**src/rtl/cic_pkg.sv**
```systemverilog
// Shared CIC constants and the round-then-shift helper used by the comb scale stage.
package cic_pkg;

   localparam int CIC_ORDER = 5;
   localparam int CIC_WIDTH = 30;
   localparam int CIC_OUT_W = 16;

   // Adds half an LSB of the shifted result, then shifts arithmetically; one guard bit avoids overflow.
   function automatic logic signed [CIC_WIDTH:0] round_shift(
      input logic signed [CIC_WIDTH-1:0] value,
      input logic [4:0]                  shift
   );
      logic signed [CIC_WIDTH:0] bias;
      logic signed [CIC_WIDTH:0] s;
      bias = (shift == 5'd0) ? '0 : ((CIC_WIDTH+1)'(1) <<< (shift - 5'd1));
      s    = {value[CIC_WIDTH-1], value};
      s    = s + bias;
      return s >>> shift;
   endfunction

endpackage

```
**src/rtl/cic_comb_decim_if.sv**
```systemverilog
// Sample-path bundle for the CIC comb section; sat_hit exists only with CIC_COMB_SAT_EN.
interface cic_comb_decim_if
   import cic_pkg::*;
#(
   parameter int WIDTH = CIC_WIDTH,
   parameter int OUT_W = CIC_OUT_W
);
   logic             in_valid;
   logic [WIDTH-1:0] in_data;
   logic [4:0]       out_shift;
   logic             out_valid;
   logic [OUT_W-1:0] out_data;
   logic             out_ready;
   logic             overflow;
   logic             clr_ovf;
`ifdef CIC_COMB_SAT_EN
   logic             sat_hit;

   modport master (
      output in_valid, in_data, out_shift, out_ready, clr_ovf,
      input  out_valid, out_data, overflow, sat_hit
   );
   modport slave (
      input  in_valid, in_data, out_shift, out_ready, clr_ovf,
      output out_valid, out_data, overflow, sat_hit
   );
`else
   modport master (
      output in_valid, in_data, out_shift, out_ready, clr_ovf,
      input  out_valid, out_data, overflow
   );
   modport slave (
      input  in_valid, in_data, out_shift, out_ready, clr_ovf,
      output out_valid, out_data, overflow
   );
`endif
endinterface

```
**src/rtl/cic_comb_stage.sv**
```systemverilog
// One CIC comb: y = x - x[n-M] modulo 2^WIDTH, advancing only on in_valid.
module cic_comb_stage #(
   parameter int WIDTH      = 30,
   parameter int DIFF_DELAY = 1
)(
   input  logic             clk,
   input  logic             rst,
   input  logic             in_valid,
   input  logic [WIDTH-1:0] in_data,
   output logic             out_valid,
   output logic [WIDTH-1:0] out_data
);

   // Newest sample sits in the low word; the tap is the oldest word.
   logic [DIFF_DELAY*WIDTH-1:0] dly_q, dly_d;
   logic [WIDTH-1:0]            data_q, data_d;
   logic                        valid_q, valid_d;

   always_comb begin
      dly_d   = dly_q;
      data_d  = data_q;
      valid_d = in_valid;
      if (in_valid) begin
         data_d = in_data - dly_q[DIFF_DELAY*WIDTH-1 -: WIDTH];
         dly_d  = (DIFF_DELAY*WIDTH)'({dly_q, in_data});
      end
   end

   always_ff @(posedge clk) begin
      if (rst) begin
         dly_q   <= '0;
         data_q  <= '0;
         valid_q <= 1'b0;
      end else begin
         dly_q   <= dly_d;
         data_q  <= data_d;
         valid_q <= valid_d;
      end
   end

   assign out_valid = valid_q;
   assign out_data  = data_q;

endmodule

```
**src/rtl/cic_comb_decim.sv**
```systemverilog
// CIC decimator comb section: ORDER pipelined combs, round/shift to OUT_W, 2-entry output FIFO.
// Define CIC_COMB_SAT_EN to clamp instead of wrap and to expose the sticky sat_hit flag.
module cic_comb_decim
   import cic_pkg::*;
#(
   parameter int WIDTH      = CIC_WIDTH,
   parameter int ORDER      = CIC_ORDER,
   parameter int DIFF_DELAY = 1,
   parameter int OUT_W      = CIC_OUT_W
)(
   input logic              clk,
   input logic              rst,
   cic_comb_decim_if.slave  bus
);

   logic             stg_valid [ORDER+1];
   logic [WIDTH-1:0] stg_data  [ORDER+1];

   assign stg_valid[0] = bus.in_valid;
   assign stg_data[0]  = bus.in_data;

   for (genvar k = 0; k < ORDER; k++) begin : g_comb
      cic_comb_stage #(
         .WIDTH      (WIDTH),
         .DIFF_DELAY (DIFF_DELAY)
      ) u_stage (
         .clk       (clk),
         .rst       (rst),
         .in_valid  (stg_valid[k]),
         .in_data   (stg_data[k]),
         .out_valid (stg_valid[k+1]),
         .out_data  (stg_data[k+1])
      );
   end

   logic signed [WIDTH:0] rs;
   logic [OUT_W-1:0]      scaled;
`ifdef CIC_COMB_SAT_EN
   localparam logic signed [WIDTH:0] SAT_HI = (WIDTH+1)'((1 << (OUT_W-1)) - 1);
   localparam logic signed [WIDTH:0] SAT_LO = (WIDTH+1)'(-(1 << (OUT_W-1)));
   logic clamp;
   logic sat_hit_q, sat_hit_d;
`endif

   always_comb begin
      rs = round_shift(stg_data[ORDER], bus.out_shift);
`ifdef CIC_COMB_SAT_EN
      clamp  = 1'b1;
      if (rs > SAT_HI)      scaled = OUT_W'(SAT_HI);
      else if (rs < SAT_LO) scaled = OUT_W'(SAT_LO);
      else begin
         scaled = OUT_W'(rs);
         clamp  = 1'b0;
      end
      sat_hit_d = bus.clr_ovf ? 1'b0 : sat_hit_q;
      if (stg_valid[ORDER] && clamp) sat_hit_d = 1'b1;
`else
      scaled = OUT_W'(rs);
`endif
   end

   logic             scale_valid_q, scale_valid_d;
   logic [OUT_W-1:0] scale_data_q, scale_data_d;
   logic [OUT_W-1:0] mem_q [2];
   logic [OUT_W-1:0] mem_d [2];
   logic             wr_ptr_q, wr_ptr_d, rd_ptr_q, rd_ptr_d;
   logic [1:0]       count_q, count_d;
   logic             ovf_q, ovf_d;
   logic             pop, accept;

   // A full FIFO still accepts when the head leaves in the same cycle.
   always_comb begin
      scale_valid_d = stg_valid[ORDER];
      scale_data_d  = stg_valid[ORDER] ? scaled : scale_data_q;
      mem_d         = mem_q;
      wr_ptr_d      = wr_ptr_q;
      rd_ptr_d      = rd_ptr_q;
      pop           = (count_q != 2'd0) && bus.out_ready;
      accept        = scale_valid_q && ((count_q != 2'd2) || pop);
      ovf_d         = bus.clr_ovf ? 1'b0 : ovf_q;
      if (scale_valid_q && !accept) ovf_d = 1'b1;
      if (pop) rd_ptr_d = ~rd_ptr_q;
      if (accept) begin
         mem_d[wr_ptr_q] = scale_data_q;
         wr_ptr_d        = ~wr_ptr_q;
      end
      count_d = count_q + {1'b0, accept} - {1'b0, pop};
   end

   always_ff @(posedge clk) begin
      if (rst) begin
         scale_valid_q <= 1'b0;
         scale_data_q  <= '0;
         mem_q         <= '{default: '0};
         wr_ptr_q      <= 1'b0;
         rd_ptr_q      <= 1'b0;
         count_q       <= 2'd0;
         ovf_q         <= 1'b0;
      end else begin
         scale_valid_q <= scale_valid_d;
         scale_data_q  <= scale_data_d;
         mem_q         <= mem_d;
         wr_ptr_q      <= wr_ptr_d;
         rd_ptr_q      <= rd_ptr_d;
         count_q       <= count_d;
         ovf_q         <= ovf_d;
      end
   end

`ifdef CIC_COMB_SAT_EN
   always_ff @(posedge clk) begin
      if (rst) sat_hit_q <= 1'b0;
      else     sat_hit_q <= sat_hit_d;
   end
   assign bus.sat_hit = sat_hit_q;
`endif

   assign bus.out_valid = (count_q != 2'd0);
   assign bus.out_data  = mem_q[rd_ptr_q];
   assign bus.overflow  = ovf_q;

endmodule

```
**src/flat_wrapper.sv**
```systemverilog
// flat-port wrapper written by rule: the top's interface ports become plain ports
module cic_comb_decim_flat import cic_pkg::*;
#(
   parameter int WIDTH      = CIC_WIDTH,
   parameter int ORDER      = CIC_ORDER,
   parameter int DIFF_DELAY = 1,
   parameter int OUT_W      = CIC_OUT_W
)
  (clk, rst, bus_in_valid, bus_in_data, bus_out_shift, bus_out_ready, bus_clr_ovf, bus_out_valid, bus_out_data, bus_overflow);
  cic_comb_decim_if #(.WIDTH(WIDTH), .OUT_W(OUT_W)) bus_i ();
  input logic clk;
  input logic rst;
  input wire logic [$bits(bus_i.in_valid)-1:0] bus_in_valid;
  input wire logic [$bits(bus_i.in_data)-1:0] bus_in_data;
  input wire logic [$bits(bus_i.out_shift)-1:0] bus_out_shift;
  input wire logic [$bits(bus_i.out_ready)-1:0] bus_out_ready;
  input wire logic [$bits(bus_i.clr_ovf)-1:0] bus_clr_ovf;
  output wire logic [$bits(bus_i.out_valid)-1:0] bus_out_valid;
  output wire logic [$bits(bus_i.out_data)-1:0] bus_out_data;
  output wire logic [$bits(bus_i.overflow)-1:0] bus_overflow;
  assign bus_i.in_valid = bus_in_valid;
  assign bus_i.in_data = bus_in_data;
  assign bus_i.out_shift = bus_out_shift;
  assign bus_i.out_ready = bus_out_ready;
  assign bus_i.clr_ovf = bus_clr_ovf;
  assign bus_out_valid = bus_i.out_valid;
  assign bus_out_data = bus_i.out_data;
  assign bus_overflow = bus_i.overflow;
  cic_comb_decim #(.WIDTH(WIDTH), .ORDER(ORDER), .DIFF_DELAY(DIFF_DELAY), .OUT_W(OUT_W)) u_core (.clk(clk), .rst(rst), .bus(bus_i));
endmodule
```
**config.mk**
```make
export PLATFORM = sky130hd
export DESIGN_NAME = cic_comb_decim_flat
export DESIGN_NICKNAME = d
export VERILOG_FILES = /design/src/rtl/cic_pkg.sv /design/src/rtl/cic_comb_decim_if.sv /design/src/rtl/cic_comb_stage.sv /design/src/rtl/cic_comb_decim.sv /design/src/flat_wrapper.sv
export SDC_FILE = /design/constraint.sdc
export NUM_CORES = 1
export LEC_CHECK = 0
export CAP_MARGIN = 0
export CORE_AREA = 2 2 248 250
export DETAILED_ROUTE_END_ITERATION = 8
export DIE_AREA = 0 0 250 252
export GPL_TIMING_DRIVEN = 1
export SLEW_MARGIN = 30
export SYNTH_ARGS = -nofsm -noshare
export SYNTH_HDL_FRONTEND = slang
export SYNTH_SLANG_ARGS = --single-unit
```
**constraint.sdc**
```tcl
create_clock -name clk -period 6.3 [get_ports clk]
set_clock_uncertainty 0.1 [all_clocks]
set_input_delay 1.26 -clock clk [delete_from_list [all_inputs] [get_ports clk]]
set_output_delay 1.26 -clock clk [all_outputs]
set_load 0.01 [all_outputs]
```
# Word level (Yosys, flattened, before mapping)
# Index checks and enable logic that the tools add are counted.
# totals
elab_cells	60
input_bits	40
out_inout_bits	18
reg_bits	359
# classes
n_reduce_logical	9
eq_ne	1
mux	9
n_shift	2
bitwise	4
addsub	9
magnitude_cmp	3
# ops
cell	n
$sub 30x30->30	5
$mux 16	4
$bwmux 32	1
$add 30x31->31	1
$mux 31	1
$sshl 1x5->31 const A	1
$sshr 31x5->16	1
$demux 16 s1	1
$logic_not 5->1	1
$sub 5x1->5 const B	1
$ge 2x2->1 const B	2
$logic_and 1x1->1	4
$not 1->2	2
$reduce_bool 2->1	2
$add 2x1->2	1
$lt 2x1->1 const B	1
$mux 1	2
$ne 2x2->1 const B	1
$not 1->1	2
$sub 2x1->2	1
$logic_not 1->1	1
$logic_or 1x1->1	1

# Longest topological paths before layout
# Gate-level depths: netlist of run 1.
# depth
depth_word	7
ltp_mapped	20
mapped_depth_nobuf	16

# Modules after synthesis
# A second synthesis of run 1 with hierarchy kept.
# unflattened
hier_cells	3164
area_unflattened_um2	25330.5
# modules_own_cells
mod	area_per_inst_um2	n_inst	seq_area_each_um2	cells_each
cic_comb_stage (u_core.g_comb[2].u_stage ...)	3832.4	3	1221.2	472
cic_comb_stage (u_core.g_comb[0].u_stage ...)	3912.5	2	1221.2	469
cic_comb_decim	6008.3	1	1081.0	810

# Worst setup path after synthesis of run 1
# OpenSTA, ideal clock, no wires.
# synth_path
kind	input to register
from	in bus_out_shift[1]
to	reg u_core.scale_data_q[2]
setup_ns	0.131
n_path_buf	3
path_slack_ns	0.785
cell_stages	19
required_time_ns	6.069
arrival_ns	5.284
path_cell_list	clkbuf_1 -> inv_1 -> clkbuf_1 -> nand2_1 -> clkbuf_1 -> nor2_1 -> ha_1 -> fa_1 -> a211oi_2 -> nor4_2 -> o21a_1 -> o21a_2 -> nor3b_4 -> o21bai_2 -> xor2_1 -> mux4_2 -> a21o_1 -> a221oi_1 -> nor3_1
# synth_between
elab_chain_len	5
elab_cells_between_ends	6
cone_classes	2 x add/sub; 2 x shift; 1 x mux; 1 x reduce/logical
# synth_rtl
element	line	rtl
from (decl)	flat_wrapper.sv:15	input wire logic [$bits(bus_i.out_shift)-1:0] bus_out_shift;
$sub 5x1->5	cic_pkg.sv:15	bias = (shift == 5'd0) ? '0 : ((CIC_WIDTH+1)'(1) <<< (shift - 5'd1));
$sshl 1x5->31	cic_pkg.sv:15	
$mux 31	cic_pkg.sv:15	
$add 30x31->31	cic_pkg.sv:17	s = s + bias;
$sshr 31x5->16 (*)	cic_pkg.sv:18	return s >>> shift;
to (signal assigned)	cic_comb_decim.sv:101	scale_data_q <= scale_data_d;
to (decl)	cic_comb_decim.sv:63	logic [OUT_W-1:0] scale_data_q, scale_data_d;
# Mark *: on every way between the ends. The rest lies on a longest branch, timed or not.
# A chain may end at the register's enable or synchronous reset.

# Worst setup path after layout of run 1
# layout_path
from	in bus_out_shift[0]
to	reg u_core.scale_data_q[7]
# Same word-level chain as after synthesis.

==> results_dict.tcl, run 1 <==
set metrics [dict create \
    cp_max_fo 12 \
    drive_gt1_share_pct 6.06 \
    worst_pin_slew_ns 0.898 \
    synth_top_area_cell "dfxtp_1" \
    clock-sinks 359 \
    clkTransAtPathRegs_ns 0.06 \
    cts_hold_buffers 0 \
    ioPinCount 58 \
    synth_top_area_share_pct 30.8 \
    grt.overflow.total 0 \
    path_class "in2reg" \
    nNetsFinal 3064 \
    worstReg2RegStart "u_core.g_comb[4].u_stage.out_data[0]$_SDFFE_PP0P_" \
    drt_wl_total_um 56600 \
    core_area_sq_um 60100 \
    irDropWorstVdd_mv 0.213 \
    synth-seq-cells 359 \
    vias 19400 \
    status "finished clean" \
    whs_ns 0.355 \
    gr-usage-all-layers_pct 17.7 \
    ctsHtreeMaxLevel 2 \
    drc 0 \
    avgSynthCellArea_sq_um 8.27 \
    syn_nets 3050 \
    hp-start "u_core.mem_q[18]$_SDFFE_PP0P_" \
    post_cts_resized 0 \
    io_buffers 57 \
    setup_viol 0 \
    rsz0062_at_grt "false" \
    hp-class "reg2reg" \
    p_leak_uw 0.0104 \
    gp_congestion 0.889 \
    initial_utilization_pct 38.9 \
    die_y_um 252 \
    crit_start "bus_out_shift[0]" \
    yosys_warnings 0 \
    fp.dieArea_sq_um 63000 \
    synthTopCellsByArea "dfxtp_1, mux2i_1, ha_1" \
    max_slew_margin_pct 40.1 \
    dr.first_iter.drc_count 909 \
    grt_max_degree 146 \
    area_delta_synth_final_pct 11.7 \
    firstDrtPassIters 7 \
    syn_area_sq_um 23400 \
    powerDensity_nw_per_um2 267 \
    cp-end-kind "flop" \
    maxCapViolations 0 \
    synth_cell_types 82 \
    hold_violations 0 \
    synthFlopType "dfxtp_1" \
    min_period_ns 5.32 \
    netlist_top_cells_count "nor2_1, dfxtp_1, mux2i_1" \
    fmaxAchievable_mhz 188 \
    wl_per_cell_um 15.5 \
    cts_setup_buffers 0 \
    clock_latency_ns 0.57 \
    ant_nets 0 \
    clk_path_buf_depth 3 \
    dpl.cell_count 3578 \
    cts_made_buffers 41 \
    core.rowCount 90 \
    synth_edf_count 0 \
    fin_setup_tns_ns 0 \
    ctsRootBufferMaster "clkbuf_16" \
    ys_seq_area_share_pct 30.8 \
    antenna_cells 0 \
    critPathArrivalTime_ns 5.70 \
    grt_pass1_wl_um 94000 \
    dp_hpwl_um 42800 \
    syn_inst 2827 \
    stdcell_count 3653 \
    antenna_found_initial 0 \
    grt_pass1_vias 18600 \
    cts_tree "built" \
    start_kind "input port" \
    cp.required_ns 6.68 \
    die_w_um 250 \
    synthArstFlopShare_pct 0 \
    period_share_pct 84.4 \
    finalPower_uw 6980 \
    maxSlewViolCount 0 \
    viasPerCell 5.32 \
    synth_most_common_cell "nor2_1" \
]
==> registers in the layout (all words and copies together), names as in the netlist <==
register	count
u_core.g_comb.u_stage.dly_q	150
u_core.g_comb.u_stage.out_data	150
u_core.mem_q	32
u_core.scale_data_q	16
u_core.g_comb.u_stage.out_valid	5
u_core.count_q	2
u_core.bus.overflow	1
u_core.rd_ptr_q	1
u_core.scale_valid_q	1
u_core.wr_ptr_q	1
==> power breakdown <==
group	total [uW]	internal, uW	switching [uW]
clock	2330	1360	967
sequential	2510	2390	120
combinational	2140	984	1160
==> final cells by class <==
| class | count | area, sq um |
|---|---|---|
| Sequential cell | 359 | 7200 |
| Clock buffer | 59 | 1150 |
| Multi-Input combinational cell | 2143 | 15000 |
| Timing Repair Buffer | 97 | 917 |
| Tap cell | 782 | 978 |
| Fill cell | 5973 | 34000 |
| Clock inverter | 14 | 154 |
| Inverter | 199 | 747 |
==> critical path: stages <==
cell	delay, ns
clkdlybuf4s50_1	0.73
inv_1	0.19
nor2_1	0.30
nand2_1	0.15
nor2_1	0.14
ha_1	0.35
a21oi_1	0.24
nor2_1	0.07
a21oi_1	0.24
nand3_1	0.27
a21oi_1	0.24
xnor2_1	0.28
o22a_1	0.22
o221ai_1	0.19
and2_1	0.25
a311o_1	0.32
a311oi_1	0.24
==> cell usage in the layout, fill, tap and decap left out, types with 33 or more instances in the layout <==
master / count
nand2b_1: 36
buf_4: 38
clkbuf_16: 42
o21ai_0: 91
mux2i_1: 280
nand3_1: 33
a211oi_1: 41
ha_1: 177
a21oi_1: 169
nor3_1: 45
nand2_1: 199
xnor2_1: 99
clkdlybuf4s50_1: 55
nor2_1: 431
inv_1: 196
a21o_1: 78
dfxtp_1: 355
xor2_1: 50
==> worst paths after layout <==
path	to	slack, ns	cells past startpoint
worst min-delay path	u_core.mem_q[18]$_SDFFE_PP0P_	0.36	2
worst max register to register	u_core.scale_data_q[2]$_SDFFE_PP0P_	2.36	13
worst max-delay path	u_core.scale_data_q[7]$_SDFFE_PP0P_	0.98	17
worst min register to register	u_core.mem_q[18]$_SDFFE_PP0P_	0.36	2
==> routing by layer <==
layer | part of all wire (%) | vias up | track usage [%]
li1 | - | 9939 | -
met3 | 2.8 | 93 | 2.16
met1 | 48 | 9144 | 23.5
met4 | 2.4 | 0 | 5.29
met5 | 0 | - | 0
met2 | 47 | 273 | 30.0
==> metrics by stage <==
stage	utilization, %	instance area [sq um]	setup slack [ns]
CTS	43.3	26000	1.05
global route	43.4	26100	0.553
detailed placement	41.1	24700	0.442
global placement	41.1	24700	0.579
finish	43.4	26100	0.980
floorplan	-	23400	0.785
==> cells by family (layout without fill, tap and decap cells) <==
group / Yosys count / in the layout / share of synthesized area (%)
and+or+nand+nor: 892 / 892 / 17.1
AOI/OAI and AO/OA: 603 / 603 / 17.2
DFF: 359 / 359 / 30.8
buffers and inverters: 325 / 369 / 5.26
muxes: 316 / 316 / 14.1
adders and majority gates: 183 / 183 / 9.99
xor gates and xnor gates: 149 / 149 / 5.58
Note: power is estimated with default switching activity, not from simulation.
==> run 2, diff against run 1 <==
- clock period: 6.3 -> 5.2 ns (I/O delays scaled with it)
==> results_dict.tcl, run 2 (synthesis results as in run 1) <==
set metrics [dict create \
    maxSlewViolCount 0 \
    status "finished clean" \
    postLayoutCellArea_sq_um 26900 \
    core_area_sq_um 60100 \
    antenna_cells 0 \
    finalPower_uw 8490 \
    ioPinCount 58 \
    grt_max_degree 121 \
    crit_slowest_cell "clkdlybuf4s50_1" \
    cp.required_ns 5.53 \
    rsz0062_at_grt "false" \
    ctsHtreeMaxLevel 2 \
    clkTransAtPathRegs_ns 0.06 \
    ant_nets 0 \
    clk_path_buf_depth 3 \
    post_cts_resized 0 \
    p_leak_uw 0.0109 \
    worstReg2RegStart "u_core.g_comb[2].u_stage.dly_q[1]$_SDFFE_PP0P_" \
    maxCapViolations 0 \
    cts_setup_buffers 0 \
    grt_pass1_vias 19100 \
    cp-endpoint "u_core.scale_data_q[2]$_SDFFE_PP0P_" \
    start_kind "input port" \
    viasPerCell 5.26 \
    max_slew_margin_pct 35.4 \
    period_share_pct 92.2 \
    final_common_cell "nor2_1" \
    critPathArrivalTime_ns 5.12 \
    clock-sinks 359 \
    area_delta_synth_final_pct 15.1 \
    irDropWorstVdd_mv 0.296 \
    nNetsFinal 3169 \
    hp-class "reg2reg" \
    cts_made_buffers 40 \
    placed_area_sq_um 25500 \
    fin_setup_tns_ns 0 \
    core.rowCount 90 \
    drt_wl_total_um 57300 \
    die_w_um 250 \
    gp_congestion 0.905 \
    max_stage_delay_ns 0.55 \
    setup_viol 0 \
    cp_max_fo 5 \
    wl_per_cell_um 15.2 \
    grt_pass1_wl_um 95900 \
    stdcell_count 3760 \
    initial_utilization_pct 38.9 \
    vias 19800 \
    clock_latency_ns 0.58 \
    fp.dieArea_sq_um 63000 \
    path_class "in2reg" \
    ctsRootBufferMaster "clkbuf_16" \
    crit_buf_inv 2 \
    fmaxAchievable_mhz 209 \
    mostFrequentLayoutCells "nor2_1, dfxtp_1, mux2i_1" \
    hold_violations 0 \
    io_buffers 57 \
    dp_hpwl_um 43600 \
    r2r_cells 13 \
    regToRegSetupSlack_ns 1.24 \
    min_period_ns 4.79 \
    drive_gt1_share_pct 9.64 \
    powerDensity_nw_per_um2 315 \
    crit_family "simple AND/OR/NAND/NOR gates" \
    whs_ns 0.353 \
    path_cells "clkdlybuf4s50_1 > nand2_1 > buf_4 > nor3_1 > ha_1 > and3_1 > a221oi_1 > o21ai_0 > and3_1 > nor4b_2 > nor2_1 > xnor2_1 > o221ai_1 > mux2_2 > a221oi_1 > nor3_1" \
    crit_start "bus_out_shift[0]" \
    cts_tree "built" \
    cp-end-kind "flop" \
    die_y_um 252 \
    grt.overflow.total 0 \
    gr-usage-all-layers_pct 17.9 \
    dr.first_iter.drc_count 1044 \
    r2r-end "u_core.g_comb[2].u_stage.out_data[27]$_SDFFE_PP0P_" \
    path_depth 16 \
    worst_pin_slew_ns 0.945 \
    firstDrtPassIters 7 \
    hp-start "u_core.mem_q[11]$_SDFFE_PP0P_" \
    drc 0 \
    antenna_found_initial 0 \
    dpl.cell_count 3684 \
    cts_hold_buffers 0 \
    fillers 5934 \
]
[run 2: worst min-delay path, stage by stage (launching register included)]
cell and delay (ns):
dfxtp_1 0.31, nand2_1 0.05, a21oi_1 0.05
[run 2: area by class of cell]
cell class	count	area [sq um]	area share, %
clock inverters	24	231	0.860
clock buffers	50	1080	4.01
repair buffers	203	1710	6.37
inverters	199	747	2.78
multi-input cells	2143	15000	55.6
well taps	782	978	3.64
flip-flops and latches	359	7200	26.8
[run 2: metal layers]
| metal | GRT usage, % | share of wire, % | up-vias |
|---|---|---|---|
| li1 | - | - | 10200 |
| met1 | 23.5 | 48 | 9288 |
| met2 | 31.5 | 48 | 235 |
| met3 | 2.04 | 2.8 | 72 |
| met4 | 4.21 | 1.7 | 0 |
| met5 | 0 | 0 | - |
[run 2: per-stage QoR]
step / utilization (%) / setup slack (ns)
global placement: 42.5 / -0.0276
finish: 44.7 / 0.408
global route: 44.7 / 0.0747
detailed placement: 42.5 / -0.0957
floorplan: - / 0.0145
CTS: 44.7 / 0.474
[run 2: power by group]
group          switching, uW  internal, uW  total, uW
logic                   1410          1220       2630
clock network           1250          1570       2820
registers                148          2890       3040
[run 2: worst min-delay path by stage]
stage | endpoint | slack [ns] | depth (start not counted)
6_report | u_core.mem_q[11]$_SDFFE_PP0P_ | 0.35 | 2
3_5_place_dp | u_core.mem_q[11]$_SDFFE_PP0P_ | 0.35 | 2
3_3_place_gp | u_core.mem_q[9]$_SDFFE_PP0P_ | 0.34 | 2
4_1_cts | u_core.mem_q[11]$_SDFFE_PP0P_ | 0.35 | 2
5_1_grt | u_core.mem_q[8]$_SDFFE_PP0P_ | 0.37 | 2
2_1_floorplan | u_core.mem_q[0]$_SDFFE_PP0P_ | 0.33 | 2
==> run 3, diff against run 2 <==
- CORE_AREA: 2 2 248 250 -> 2 2 258 260
- DIE_AREA: 0 0 250 252 -> 0 0 260 262
- MAX_ROUTING_LAYER: not set -> met4
- SYNTH_HIERARCHICAL: not set -> 1
- clock period: 5.2 -> 5.4 ns (I/O delays scaled with it)
==> results_dict.tcl, run 3 <==
set metrics [dict create \
    avgSynthCellArea_sq_um 8.01 \
    seq_area_sq_um 7190 \
    core_area_sq_um 65300 \
    start_kind "input port" \
    postLayoutCellArea_sq_um 28900 \
    synth_cell_types 104 \
    worst_pin_slew_ns 0.905 \
    pwr-share-comb_pct 33.2 \
    synth_edf_count 0 \
    setup_viol 0 \
    path_cells "clkdlybuf4s50_1 > nor2_1 > nand2_1 > nor2_1 > ha_1 > a21o_1 > a2111oi_4 > nor3_2 > nor3_1 > buf_4 > xnor2_1 > mux2i_1 > mux2_2 > a221oi_1 > o21ai_0 > a211oi_1" \
    synth_top_area_cell "dfxtp_1" \
    netlist_top_cells_count "nor2_1, dfxtp_1, a21oi_1" \
    ctsRootBufferMaster "clkbuf_16" \
    post_cts_resized 0 \
    status "finished clean" \
    seqPwrFrac_pct 33.0 \
    maxSlewViolCount 0 \
    syn_inst 3164 \
    nNetsFinal 3467 \
    max_slew_margin_pct 39.6 \
    fmaxAchievable_mhz 202 \
    critPathArrivalTime_ns 5.34 \
    mostFrequentLayoutCells "nor2_1, dfxtp_1, a21oi_1" \
    core.rowCount 94 \
    p_leak_uw 0.0116 \
    clkTransAtPathRegs_ns 0.06 \
    maxCapViolations 0 \
    drt_wl_total_um 66100 \
    synthTopCellsByArea "dfxtp_1, mux2i_1, ha_1" \
    cp_max_fo 6 \
    synth_top_area_share_pct 28.4 \
    max_stage_delay_ns 0.55 \
    viasPerCell 5.44 \
    gp_congestion 0.958 \
    min_period_ns 4.95 \
    clk_path_buf_depth 3 \
    vias 22500 \
    clock-sinks 359 \
    r2r_cells 13 \
    path_class "in2reg" \
    grt_pass1_vias 21000 \
    switchingPower_uw 2990 \
    finalPower_uw 8880 \
    firstDrtPassIters 7 \
    area_delta_synth_final_pct 14.1 \
    cts_hold_buffers 0 \
    fillers 6640 \
    drc 0 \
    r2r-end "u_core/scale_data_q[2]$_SDFFE_PP0P_" \
    crit_slowest_cell "clkdlybuf4s50_1" \
    io_buffers 57 \
    die_y_um 262 \
    synth_most_common_cell "nor2_1" \
    gr-usage-all-layers_pct 19.8 \
    ioPinCount 58 \
    rsz0062_at_grt "false" \
    synthFlopType "dfxtp_1" \
    worstHoldPathCells 2 \
    syn_area_sq_um 25300 \
    final_common_cell "nor2_1" \
    cp.required_ns 5.79 \
    antenna_cells 0 \
    synth-seq-cells 359 \
    critical_path.most_common_cell "nor2_1" \
    drive_gt1_share_pct 10.7 \
    yosys_warnings 6 \
    clkPwrFrac_pct 33.8 \
    cts_tree "built" \
    cts_made_buffers 43 \
    grt_max_degree 96 \
    antenna_found_initial 0 \
    clock_latency_ns 0.58 \
    period_share_pct 91.7 \
    cp-endpoint "u_core/scale_data_q[6]$_SDFFE_PP0P_" \
    syn_nets 3387 \
    die_w_um 260 \
    ys_seq_area_share_pct 28.4 \
    wl_per_cell_um 16.0 \
    fp.dieArea_sq_um 68100 \
    netSwitchingFraction_pct 33.6 \
    ant_nets 0 \
    hold_violations 0 \
    regToRegSetupSlack_ns 1.63 \
    p_int_uw 5900 \
    crit_start "bus_out_shift[3]" \
    initial_utilization_pct 38.8 \
    dr.first_iter.drc_count 1716 \
    ctsHtreeMaxLevel 2 \
    synthArstFlopShare_pct 0 \
    grt_pass1_wl_um 110000 \
    multi_input_area_sq_um 16700 \
    cp-end-kind "flop" \
    placed_area_sq_um 27400 \
    worstReg2RegStart "u_core/g_comb[4].u_stage/out_data[0]$_SDFFE_PP0P_" \
    irDropWorstVdd_mv 0.223 \
    grt.overflow.total 0 \
    hp-class "reg2reg" \
    dp_hpwl_um 49500 \
    cts_setup_buffers 0 \
    powerDensity_nw_per_um2 307 \
]
## run 3: changes by cell type after synthesis, moves of 13 or more
| cell | delta |
|---|---|
| a21oi_1 | +104 |
| nand2_1 | +70 |
| mux2i_1 | -54 |
| nand3_1 | +27 |
| xnor2_1 | -26 |
| o21ai_0 | +25 |
| nand2b_1 | -20 |
| buf_1 | +18 |
| o211ai_1 | +17 |
| o21a_1 | -15 |
| nand4_1 | +14 |
| inv_1 | +13 |
| or3_1 | +13 |
## run 3: final cells by class
type | count | share of cell area, %
Clock buffer | 57 | 4.15
Clock inverter | 22 | 0.922
Inverter | 214 | 2.78
Multi-Input combinational cell | 2424 | 57.8
Sequential cell | 359 | 24.9
Tap cell | 864 | 3.74
Timing Repair Buffer | 202 | 5.78
## run 3: power groups by stage
stage / registers, uW / clock network [uW] / logic (uW)
after floorplan: 2920 / 0 / 2320
after global placement: 2990 / 0 / 2920
after detailed placement: 2990 / 0 / 2920
after CTS: 2930 / 3090 / 2940
after global routing: 2950 / 3190 / 3280
final: 2930 / 3000 / 2950
## run 3: worst min-delay path by stage
| stage | start | endpoint |
|---|---|---|
| floorplan | u_core/mem_q[0]$_SDFFE_PP0P_ | u_core/mem_q[0]$_SDFFE_PP0P_ |
| global placement | u_core/mem_q[10]$_SDFFE_PP0P_ | u_core/mem_q[10]$_SDFFE_PP0P_ |
| detailed placement | u_core/mem_q[10]$_SDFFE_PP0P_ | u_core/mem_q[10]$_SDFFE_PP0P_ |
| CTS | u_core/mem_q[10]$_SDFFE_PP0P_ | u_core/mem_q[10]$_SDFFE_PP0P_ |
| global route | u_core/mem_q[31]$_SDFFE_PP0P_ | u_core/mem_q[31]$_SDFFE_PP0P_ |
| finish | u_core/mem_q[6]$_SDFFE_PP0P_ | u_core/mem_q[6]$_SDFFE_PP0P_ |
## run 3: per-layer routing
| metal | vias to the layer above | global-route usage (%) | wire length, um |
|---|---|---|---|
| li1 | 11500 | - | - |
| met1 | 10600 | 26.8 | 32400 |
| met2 | 367 | 31.5 | 30100 |
| met3 | 76 | 2.27 | 2530 |
| met5 | - | - | 0 |
| met4 | 0 | 4.52 | 1060 |
## run 3: cell families (layout without fill, tap and decap cells)
| group | count (synthesis) | after routing | synth area share (%) |
|---|---|---|---|
| multiplexers | 268 | 268 | 11.4 |
| AND/OR/NAND/NOR | 1046 | 1046 | 19.4 |
| buffers and inverters | 381 | 495 | 5.75 |
| XOR/XNOR | 117 | 117 | 4.05 |
| flip-flops | 359 | 359 | 28.4 |
| adder cells (fa/ha/maj) | 183 | 183 | 9.22 |
| AO/OA/AOI/OAI | 810 | 810 | 21.8 |
## run 3: through the flow
stage / instances / setup slack (ns) / hold WS [ns] / setup TNS, ns / utilization [%]
2_1_floorplan: 3164 / 0.0592 / 0.333 / 0 / -
3_3_place_gp: 4063 / -0.0461 / 0.341 / -0.0894 / 42.0
3_5_place_dp: 4063 / -0.0805 / 0.345 / -0.174 / 42.0
4_1_cts: 4142 / 0.521 / 0.353 / 0 / 44.3
5_1_grt: 4142 / 0.192 / 0.368 / 0 / 44.3
6_report: 4142 / 0.447 / 0.352 / 0 / 44.3
## run 3: critical path, delay by kind of cell
family,cells,cell delay (ns)
simple gates,5,1.20
buf+inv,2,0.73
fa+ha+maj,1,0.26
compound gates,5,1.40
xor+xnor,1,0.19
mux,2,0.48
